--- src/rtl/manchester_encoder_100m_if.sv ---
// Bit-stream handshake between the frame serializer and the Manchester encoder.
// The serializer holds bit_in/bit_valid until it sees bit_ready at a clock edge.
interface manchester_encoder_100m_if;
    logic bit_in;
    logic bit_valid;
    logic bit_ready;

    modport master (
        output bit_in,
        output bit_valid,
        input  bit_ready
    );

    modport slave (
        input  bit_in,
        input  bit_valid,
        output bit_ready
    );
endinterface

--- src/rtl/manchester_encoder_100m.sv ---
// Manchester (G.E. Thomas polarity: 1 -> "10", 0 -> "01") line encoder for the coax link.
// One bit per handshake, 2*HALF_BIT_CYCLES clocks per bit, differential registered outputs.
module manchester_encoder_100m #(
    parameter int unsigned HALF_BIT_CYCLES = 2
) (
    input  logic                            clk_sys,
    input  logic                            rst_n,
    input  logic                            tx_en,
    manchester_encoder_100m_if.slave        bit_if,
    output logic                            ddr_p,
    output logic                            ddr_n
);

    localparam int unsigned BIT_CYCLES = 2 * HALF_BIT_CYCLES;
    localparam int unsigned PHASE_W    = (BIT_CYCLES > 2) ? $clog2(BIT_CYCLES) : 1;
    localparam logic [PHASE_W-1:0] PHASE_LAST = PHASE_W'(BIT_CYCLES - 1);
    localparam logic [PHASE_W-1:0] PHASE_MID  = PHASE_W'(HALF_BIT_CYCLES - 1);

    typedef enum logic {
        ST_IDLE   = 1'b0,
        ST_ACTIVE = 1'b1
    } state_e;

    state_e               state_q, state_d;
    logic [PHASE_W-1:0]   phase_q, phase_d;
    logic                 bit_q,   bit_d;
    logic                 ddr_p_q, ddr_p_d;
    logic                 ddr_n_q;

    logic                 last_phase_c;
    logic                 ready_c;
    logic                 accept_c;

    // Ready in IDLE or on the last phase so a new bit can follow with no gap.
    assign last_phase_c       = (state_q == ST_ACTIVE) && (phase_q == PHASE_LAST);
    assign ready_c            = tx_en && ((state_q == ST_IDLE) || last_phase_c);
    assign accept_c           = ready_c && bit_if.bit_valid;
    assign bit_if.bit_ready   = ready_c;

    always_ff @(posedge clk_sys) begin
        if (rst_n) begin
            state_q <= ST_IDLE;
            phase_q <= '0;
            bit_q   <= 1'b0;
            ddr_p_q <= 1'b0;
            ddr_n_q <= 1'b1;
        end else begin
            state_q <= state_d;
            phase_q <= phase_d;
            bit_q   <= bit_d;
            ddr_p_q <= ddr_p_d;
            ddr_n_q <= ~ddr_p_d;
        end
    end

    // Next state: disable aborts, accept starts a first half, mid-point flips the line.
    always_comb begin
        state_d = state_q;
        phase_d = phase_q;
        bit_d   = bit_q;
        ddr_p_d = ddr_p_q;

        if (!tx_en) begin
            state_d = ST_IDLE;
            phase_d = '0;
            ddr_p_d = 1'b0;
        end else if (accept_c) begin
            state_d = ST_ACTIVE;
            phase_d = '0;
            bit_d   = bit_if.bit_in;
            ddr_p_d = bit_if.bit_in;
        end else begin
            unique case (state_q)
                ST_IDLE: begin
                    phase_d = '0;
                    ddr_p_d = 1'b0;
                end
                ST_ACTIVE: begin
                    if (phase_q == PHASE_LAST) begin
                        state_d = ST_IDLE;
                        phase_d = '0;
                        ddr_p_d = 1'b0;
                    end else begin
                        phase_d = phase_q + PHASE_W'(1);
                        if (phase_q == PHASE_MID) begin
                            ddr_p_d = ~bit_q;
                        end
                    end
                end
                default: begin
                    state_d = ST_IDLE;
                    phase_d = '0;
                    ddr_p_d = 1'b0;
                end
            endcase
        end
    end

    assign ddr_p = ddr_p_q;
    assign ddr_n = ddr_n_q;

endmodule

--- src/flat_wrapper.sv ---
// flat-port wrapper written by rule: the top's interface ports become plain ports
module manchester_encoder_100m_flat 
#(
    parameter int unsigned HALF_BIT_CYCLES = 2
)
  (clk_sys, rst_n, tx_en, ddr_p, ddr_n, bit_if_bit_in, bit_if_bit_valid, bit_if_bit_ready);
  manchester_encoder_100m_if bit_if_i ();
  input  logic clk_sys;
  input  logic rst_n;
  input  logic tx_en;
  output logic ddr_p;
  output logic ddr_n;
  input wire logic [$bits(bit_if_i.bit_in)-1:0] bit_if_bit_in;
  input wire logic [$bits(bit_if_i.bit_valid)-1:0] bit_if_bit_valid;
  output wire logic [$bits(bit_if_i.bit_ready)-1:0] bit_if_bit_ready;
  assign bit_if_i.bit_in = bit_if_bit_in;
  assign bit_if_i.bit_valid = bit_if_bit_valid;
  assign bit_if_bit_ready = bit_if_i.bit_ready;
  manchester_encoder_100m #(.HALF_BIT_CYCLES(HALF_BIT_CYCLES)) u_core (.clk_sys(clk_sys), .rst_n(rst_n), .tx_en(tx_en), .bit_if(bit_if_i), .ddr_p(ddr_p), .ddr_n(ddr_n));
endmodule
--- config.mk ---
export PLATFORM = sky130hd
export DESIGN_NAME = manchester_encoder_100m_flat
export DESIGN_NICKNAME = d
export VERILOG_FILES = /design/src/rtl/manchester_encoder_100m_if.sv /design/src/rtl/manchester_encoder_100m.sv /design/src/flat_wrapper.sv
export SDC_FILE = /design/constraint.sdc
export NUM_CORES = 1
export LEC_CHECK = 0
export BUFFER_PORTS_ARGS = -buffer_cell sky130_fd_sc_hd__buf_2
export CAP_MARGIN = 20
export CORE_AREA = 4 4 41 43
export DETAILED_ROUTE_END_ITERATION = 16
export DIE_AREA = 0 0 45 47
export PLACE_DENSITY = 0.37
export SLEW_MARGIN = 20
export SYNTH_ARGS = -nofsm -noshare
export SYNTH_HDL_FRONTEND = slang
export SYNTH_SLANG_ARGS = --single-unit
--- constraint.sdc ---
create_clock -name clk_sys -period 1.42 [get_ports clk_sys]
set_input_delay 0.142 -clock clk_sys [delete_from_list [all_inputs] [get_ports clk_sys]]
set_output_delay 0.142 -clock clk_sys [all_outputs]
set_load 0.02 [all_outputs]
==> impl_metrics.tcl, run 1 <==
set metrics [dict create \
    grt_pass1_vias 228 \
    maxCapViolations 0 \
    cts_sinks 6 \
    cts_tree "built" \
    syn_area_sq_um 272.8 \
    grt_pass1_wl_microns 876 \
    drive_above_1_share_pct 43.24 \
    routed_wl_microns 507 \
    dieArea_sq_mm 0.002115 \
    synth_area_leaders "dfxtp_1, ha_1, nand2b_4, nor2b_1, buf_6" \
    r2r_slack_ns 0.16 \
    diodes 0 \
    cts_hold_buf 0 \
    synth_warnings 0 \
    crit_family "simple AND/OR/NAND/NOR gates" \
    start_util_pct 20.96 \
    fin_worst_skew_ns 0.0003445 \
    grt_max_degree 9 \
    worstPathArrival_ns 1.21 \
    syn_nets 34 \
    ys_types 16 \
    powerDensity_mw_per_mm2 1059 \
    synthArstFlopShare_pct 0 \
    dr.pass1.iters 3 \
    finalCriticalPeriod_ns 1.352 \
    stdcell_area_sq_um 352.8 \
    cp_data_required_time_ns 1.28 \
    fin_crit_sh_pct 95.22 \
    leakage_uw 0.0001512 \
    critPathBufInv 1 \
    antenna_found_initial 0 \
    worstSkewPairLatency_ns 0.24 \
    path_clk_slew_ns 0.04 \
    slew_headroom_pct 87.90 \
    critPathKind "reg -> out" \
    grt_remaining_overflow 0 \
    avgSynthCellArea_sq_um 10.10 \
    die_w_microns 45 \
    drtIter0Drc 3 \
    core_area_sq_mm 0.001301 \
    ys_ff_latch 6 \
    yosysSeqAreaShare_pct 44.04 \
    synthTopCellsByCount "dfxtp_1, inv_1" \
    drc 0 \
    end_kind "output port" \
    cp_slowest_cell "dfxtp_2" \
    cp_max_fo 3 \
    tns_ns 0 \
    rsz0062_at_grt "no" \
    syn_inst 27 \
    routed_via_density 4.096 \
    setup_violations 0 \
    worst_pin_slew_ns 0.1815 \
    crit_path_start_kind "register" \
    final_antenna_net_count 0 \
    max-vdd-ir-drop_v 0.0003199 \
    synth_top_area_share_pct 44.04 \
    dr_total_vias 213 \
    nNetsFinal 46 \
    max_stage_delay_ns 0.32 \
    fin_util_pct 27.12 \
    path_cells "ha_1, nand2b_4, and2_2, buf_6" \
    outcome "finished clean" \
    power.total_uw 373.5 \
    setup_slack_ns 0.06793 \
    avgRoutedWirePerCell_microns 9.750 \
    fp.dieH_microns 47 \
    place_ws_ns 0.2467 \
    gp_congestion 0.6382 \
    cts-root-buf "clkbuf_4" \
    yosys.cell_count.top_type "dfxtp_1" \
    io_buffers 7 \
    finalMaxSlewViolations 0 \
    cts_buffers 3 \
    cts.path.max_buffers 2 \
    place_area_sq_um 315.3 \
    grt_usage_pct 6.477 \
    hold_class "in -> reg" \
    yosysTopAreaCell "dfxtp_1" \
    hold_viol_final 0 \
    h-tree-depth 1 \
    place_hpwl_microns 391.4 \
    io_pins 8 \
    rows 13 \
    synth_flop_cell "dfxtp_1" \
    max_freq_mhz 739.6 \
    synth_edf_count 0 \
    syn_to_final_growth_pct 29.36 \
]
-- state kept, by name, summed over array words and instances, names as in the netlist --
name / cells
u_core.bit_q: 1
u_core.state_q: 1
u_core.ddr_n: 1
u_core.phase_q: 2
u_core.ddr_p: 1
-- per-layer routing --
metal / track usage, % / part of all wire [%]
met5: 0 / 0
met1: 6.364 / 46
met3: 6.513 / 12
met2: 7.910 / 42
met4: 5.263 / 0
-- report_power, final --
part	internal [uW]	switching, uW
combinational	19.7	22.4
clock	95.4	58.4
sequential	175	2.77
-- area by class of cell --
| type | count | area, sq um |
|---|---|---|
| fill | 154 | 948.4 |
| inverter | 3 | 11.26 |
| clock buffer | 3 | 22.52 |
| timing repair buffer | 8 | 48.80 |
| tap | 15 | 18.77 |
| multi-input combinational | 17 | 130.1 |
| sequential | 6 | 121.4 |
-- repair_timing --
item                       in CTS  in global routing
setup buffers                   1                  0
hold endpoints to repair        0                  0
setup endpoints to repair       1                  1
gates resized for setup         0                  3
pin swaps                       0                  0
-- final timing paths --
path                      from                 to  cells after the start
min reg2reg  u_core.phase_q[0]  u_core.phase_q[0]                      1
max          u_core.phase_q[0]   bit_if_bit_ready                      4
min                      rst_n       u_core.bit_q                      2
max reg2reg  u_core.phase_q[0]       u_core.ddr_p                      4
-- layout by cell type, fill, tap and decap left out --
cell and n:
and2_2 1, inv_1 3, o31a_2 1, nand2b_4 1, dfxtp_2 1, dfxtp_1 5
ha_1 2, buf_4 1, buf_6 1, a21oi_2 1, nand2b_1 1, buf_2 6
nand4_1 1, nor2b_1 2, o31ai_1 1, nand2_1 1, a21oi_1 2, nor3_1 2
a31o_1 1, clkbuf_4 3
-- stage by stage --
stage,cells,hold slack (ns)
3_5_place_dp,48,0.3222
5_1_grt,52,0.06541
6_report,52,0.07132
2_1_floorplan,27,0.2044
3_3_place_gp,48,0.3162
4_1_cts,52,0.06639
-- logic make-up after synthesis --
group,count (synthesis),synth area share [%]
buf+inv,4,8.256
simple gates,9,22.02
compound gates,6,16.52
fa+ha+maj,2,9.173
flops,6,44.04
Power figures use the tool's default switching activity.
==> run 2, diff against run 1 <==
--- a/config.mk
+++ b/config.mk
@@ -5,7 +5,7 @@
 export SDC_FILE = /design/constraint.sdc
 export NUM_CORES = 1
 export LEC_CHECK = 0
-export BUFFER_PORTS_ARGS = -buffer_cell sky130_fd_sc_hd__buf_2
+export BUFFER_PORTS_ARGS = -buffer_cell sky130_fd_sc_hd__buf_4
 export CAP_MARGIN = 20
 export CORE_AREA = 4 4 41 43
 export DETAILED_ROUTE_END_ITERATION = 16
==> run 2 against run 1 <==
  * Worst hold slack lost 0.014 ns
  * Routed wire length grew 2.0%
  * Sequential power is essentially flat
  * Setup slack lost 0.014 ns
  * Global-route usage grew 0.084 points
  * Combinational power grew 6.4%
  * Via count grew 2.8%
  * Clock-buffer cell count is the same
  * Critical path depth is the same
  * Clock power is essentially flat
  * Maximum frequency shrank 1.0%
==> impl_metrics.tcl, run 2 (synthesis results as in run 1) <==
set metrics [dict create \
    outcome "finished clean" \
    seqCellArea_sq_um 121.4 \
    nFillCells 152 \
    finalCriticalPeriod_ns 1.366 \
    die_w_microns 45 \
    routed_wl_microns 517 \
    powerDensity_mw_per_mm2 1032 \
    max-vdd-ir-drop_v 0.0003194 \
    crit_path_end "bit_if_bit_ready" \
    grt_pass1_wl_microns 883 \
    combPwrFrac_pct 11.9 \
    gp_congestion 0.6437 \
    h-tree-depth 1 \
    switching_share_pct 22.02 \
    dr_total_vias 219 \
    maxCapViolations 0 \
    hold_viol_final 0 \
    dieArea_sq_mm 0.002115 \
    clkPwrFrac_pct 40.8 \
    drtIter0Drc 1 \
    start_util_pct 20.96 \
    io_pins 8 \
    max_freq_mhz 731.9 \
    r2r_slack_ns 0.16 \
    crit_family "flip-flops" \
    path_clk_slew_ns 0.04 \
    core_area_sq_mm 0.001301 \
    worstSkewPairLatency_ns 0.24 \
    tns_ns 0 \
    fin_crit_sh_pct 96.22 \
    end_kind "output port" \
    fin_worst_skew_ns 0.001183 \
    power.total_uw 375.7 \
    cp_max_fo 3 \
    cp_data_required_time_ns 1.28 \
    path_depth 4 \
    r2r_cells 4 \
    worstPathArrival_ns 1.22 \
    max_stage_delay_ns 0.32 \
    critPathKind "reg -> out" \
    rsz0062_at_grt "no" \
    cts_sinks 6 \
    slew_headroom_pct 87.07 \
    cts_hold_buf 0 \
    cts.path.max_buffers 2 \
    final_antenna_net_count 0 \
    setup_violations 0 \
    rr_endpoint "u_core.ddr_p" \
    dr.pass1.iters 3 \
    finalMaxSlewViolations 0 \
    nNetsFinal 46 \
    grt_usage_pct 6.561 \
    layout_common_cells "buf_4, dfxtp_1, inv_1, clkbuf_4" \
    avgRoutedWirePerCell_microns 9.942 \
    seqPwrFrac_pct 47.3 \
    cts_tree "built" \
    grt_pass1_vias 231 \
    drc 0 \
    drive_above_1_share_pct 43.24 \
    diodes 0 \
    r2r-start "u_core.phase_q[0]" \
    io_buffers 7 \
    cp_slowest_cell "dfxtp_2" \
    leakage_uw 0.0001552 \
    final_common_cell "buf_4" \
    rows 13 \
    routed_via_density 4.212 \
    multiInputGateArea_sq_um 130.1 \
    holdCritStartpoint "rst_n" \
    grt_remaining_overflow 0 \
    antenna_found_initial 0 \
    path_cells "ha_1, nand2b_4, and2_2, buf_4" \
    p_sw_uw 82.75 \
    hold_class "in -> reg" \
    cts_buffers 3 \
    critPathBufInv 1 \
    crit_start "u_core.phase_q[0]" \
    largest_register_ffs 2 \
    place_hpwl_microns 432.6 \
    syn_to_final_growth_pct 33.49 \
    fp.dieH_microns 47 \
    crit_path_start_kind "register" \
    worst_pin_slew_ns 0.1940 \
    grt_max_degree 9 \
    cts-root-buf "clkbuf_4" \
    p_int_uw 293.0 \
    top_register "u_core.phase_q" \
]
==> run 2: cell count changes in the layout (fill, tap and decap cells not counted) <==
| cell | before | now |
|---|---|---|
| buf_4 | 1 | 8 |
| buf_2 | 6 | 0 |
| buf_6 | 1 | 0 |
==> run 2: what timing repair did <==
action	CTS	global route
resized for setup	0	1
hold endpoints to repair	0	0
pin swaps	0	0
buffers inserted	1	0
setup endpoints to repair	1	1
==> run 2: power by group through the flow <==
stage	clock [uW]	combinational [uW]	sequential, uW
2_1_floorplan	0	22.2	183
3_3_place_gp	0	42.2	180
3_5_place_dp	0	43.4	181
4_1_cts	163	45.6	178
5_1_grt	179	48.9	178
6_report	153	44.8	178
==> run 2: worst min-delay path by stage <==
stage / end / slack (ns) / cells past startpoint
3_3_place_gp: u_core.bit_q / 0.30 / 2
3_5_place_dp: u_core.bit_q / 0.31 / 2
5_1_grt: u_core.bit_q / 0.04 / 2
4_1_cts: u_core.bit_q / 0.05 / 2
2_1_floorplan: u_core.bit_q / 0.20 / 1
6_report: u_core.bit_q / 0.06 / 2
==> run 2: metal layers <==
metal  routed length [microns]  vias to the layer above  global-route usage, %
li1                          -                      112                      -
met1                       220                       99                  5.923
met2                       241                        8                  9.887
met3                        56                        0                  3.831
met4                         0                        0                  7.018
met5                         0                        -                      0
==> run 2: area by class of cell <==
type | count | share of cell area, %
flip-flops and latches | 6 | 33.33
well taps | 15 | 5.155
inverters | 3 | 3.093
repair buffers | 8 | 16.49
clock buffers | 3 | 6.186
multi-input cells | 17 | 35.74
==> run 2: per-stage QoR <==
| step | setup WS [ns] | hold WS [ns] | area, sq um | util, % | instances |
|---|---|---|---|---|---|
| finish | 0.05363 | 0.05698 | 364.1 | 27.98 | 52 |
| global route | 0.003407 | 0.04074 | 364.1 | 27.98 | 52 |
| CTS | 0.02864 | 0.04670 | 362.8 | 27.88 | 52 |
| detailed placement | 0.2325 | 0.3066 | 332.8 | 25.58 | 48 |
| global placement | 0.2598 | 0.3031 | 332.8 | 25.58 | 48 |
| floorplan | 0.2413 | 0.2044 | 272.8 | - | 27 |
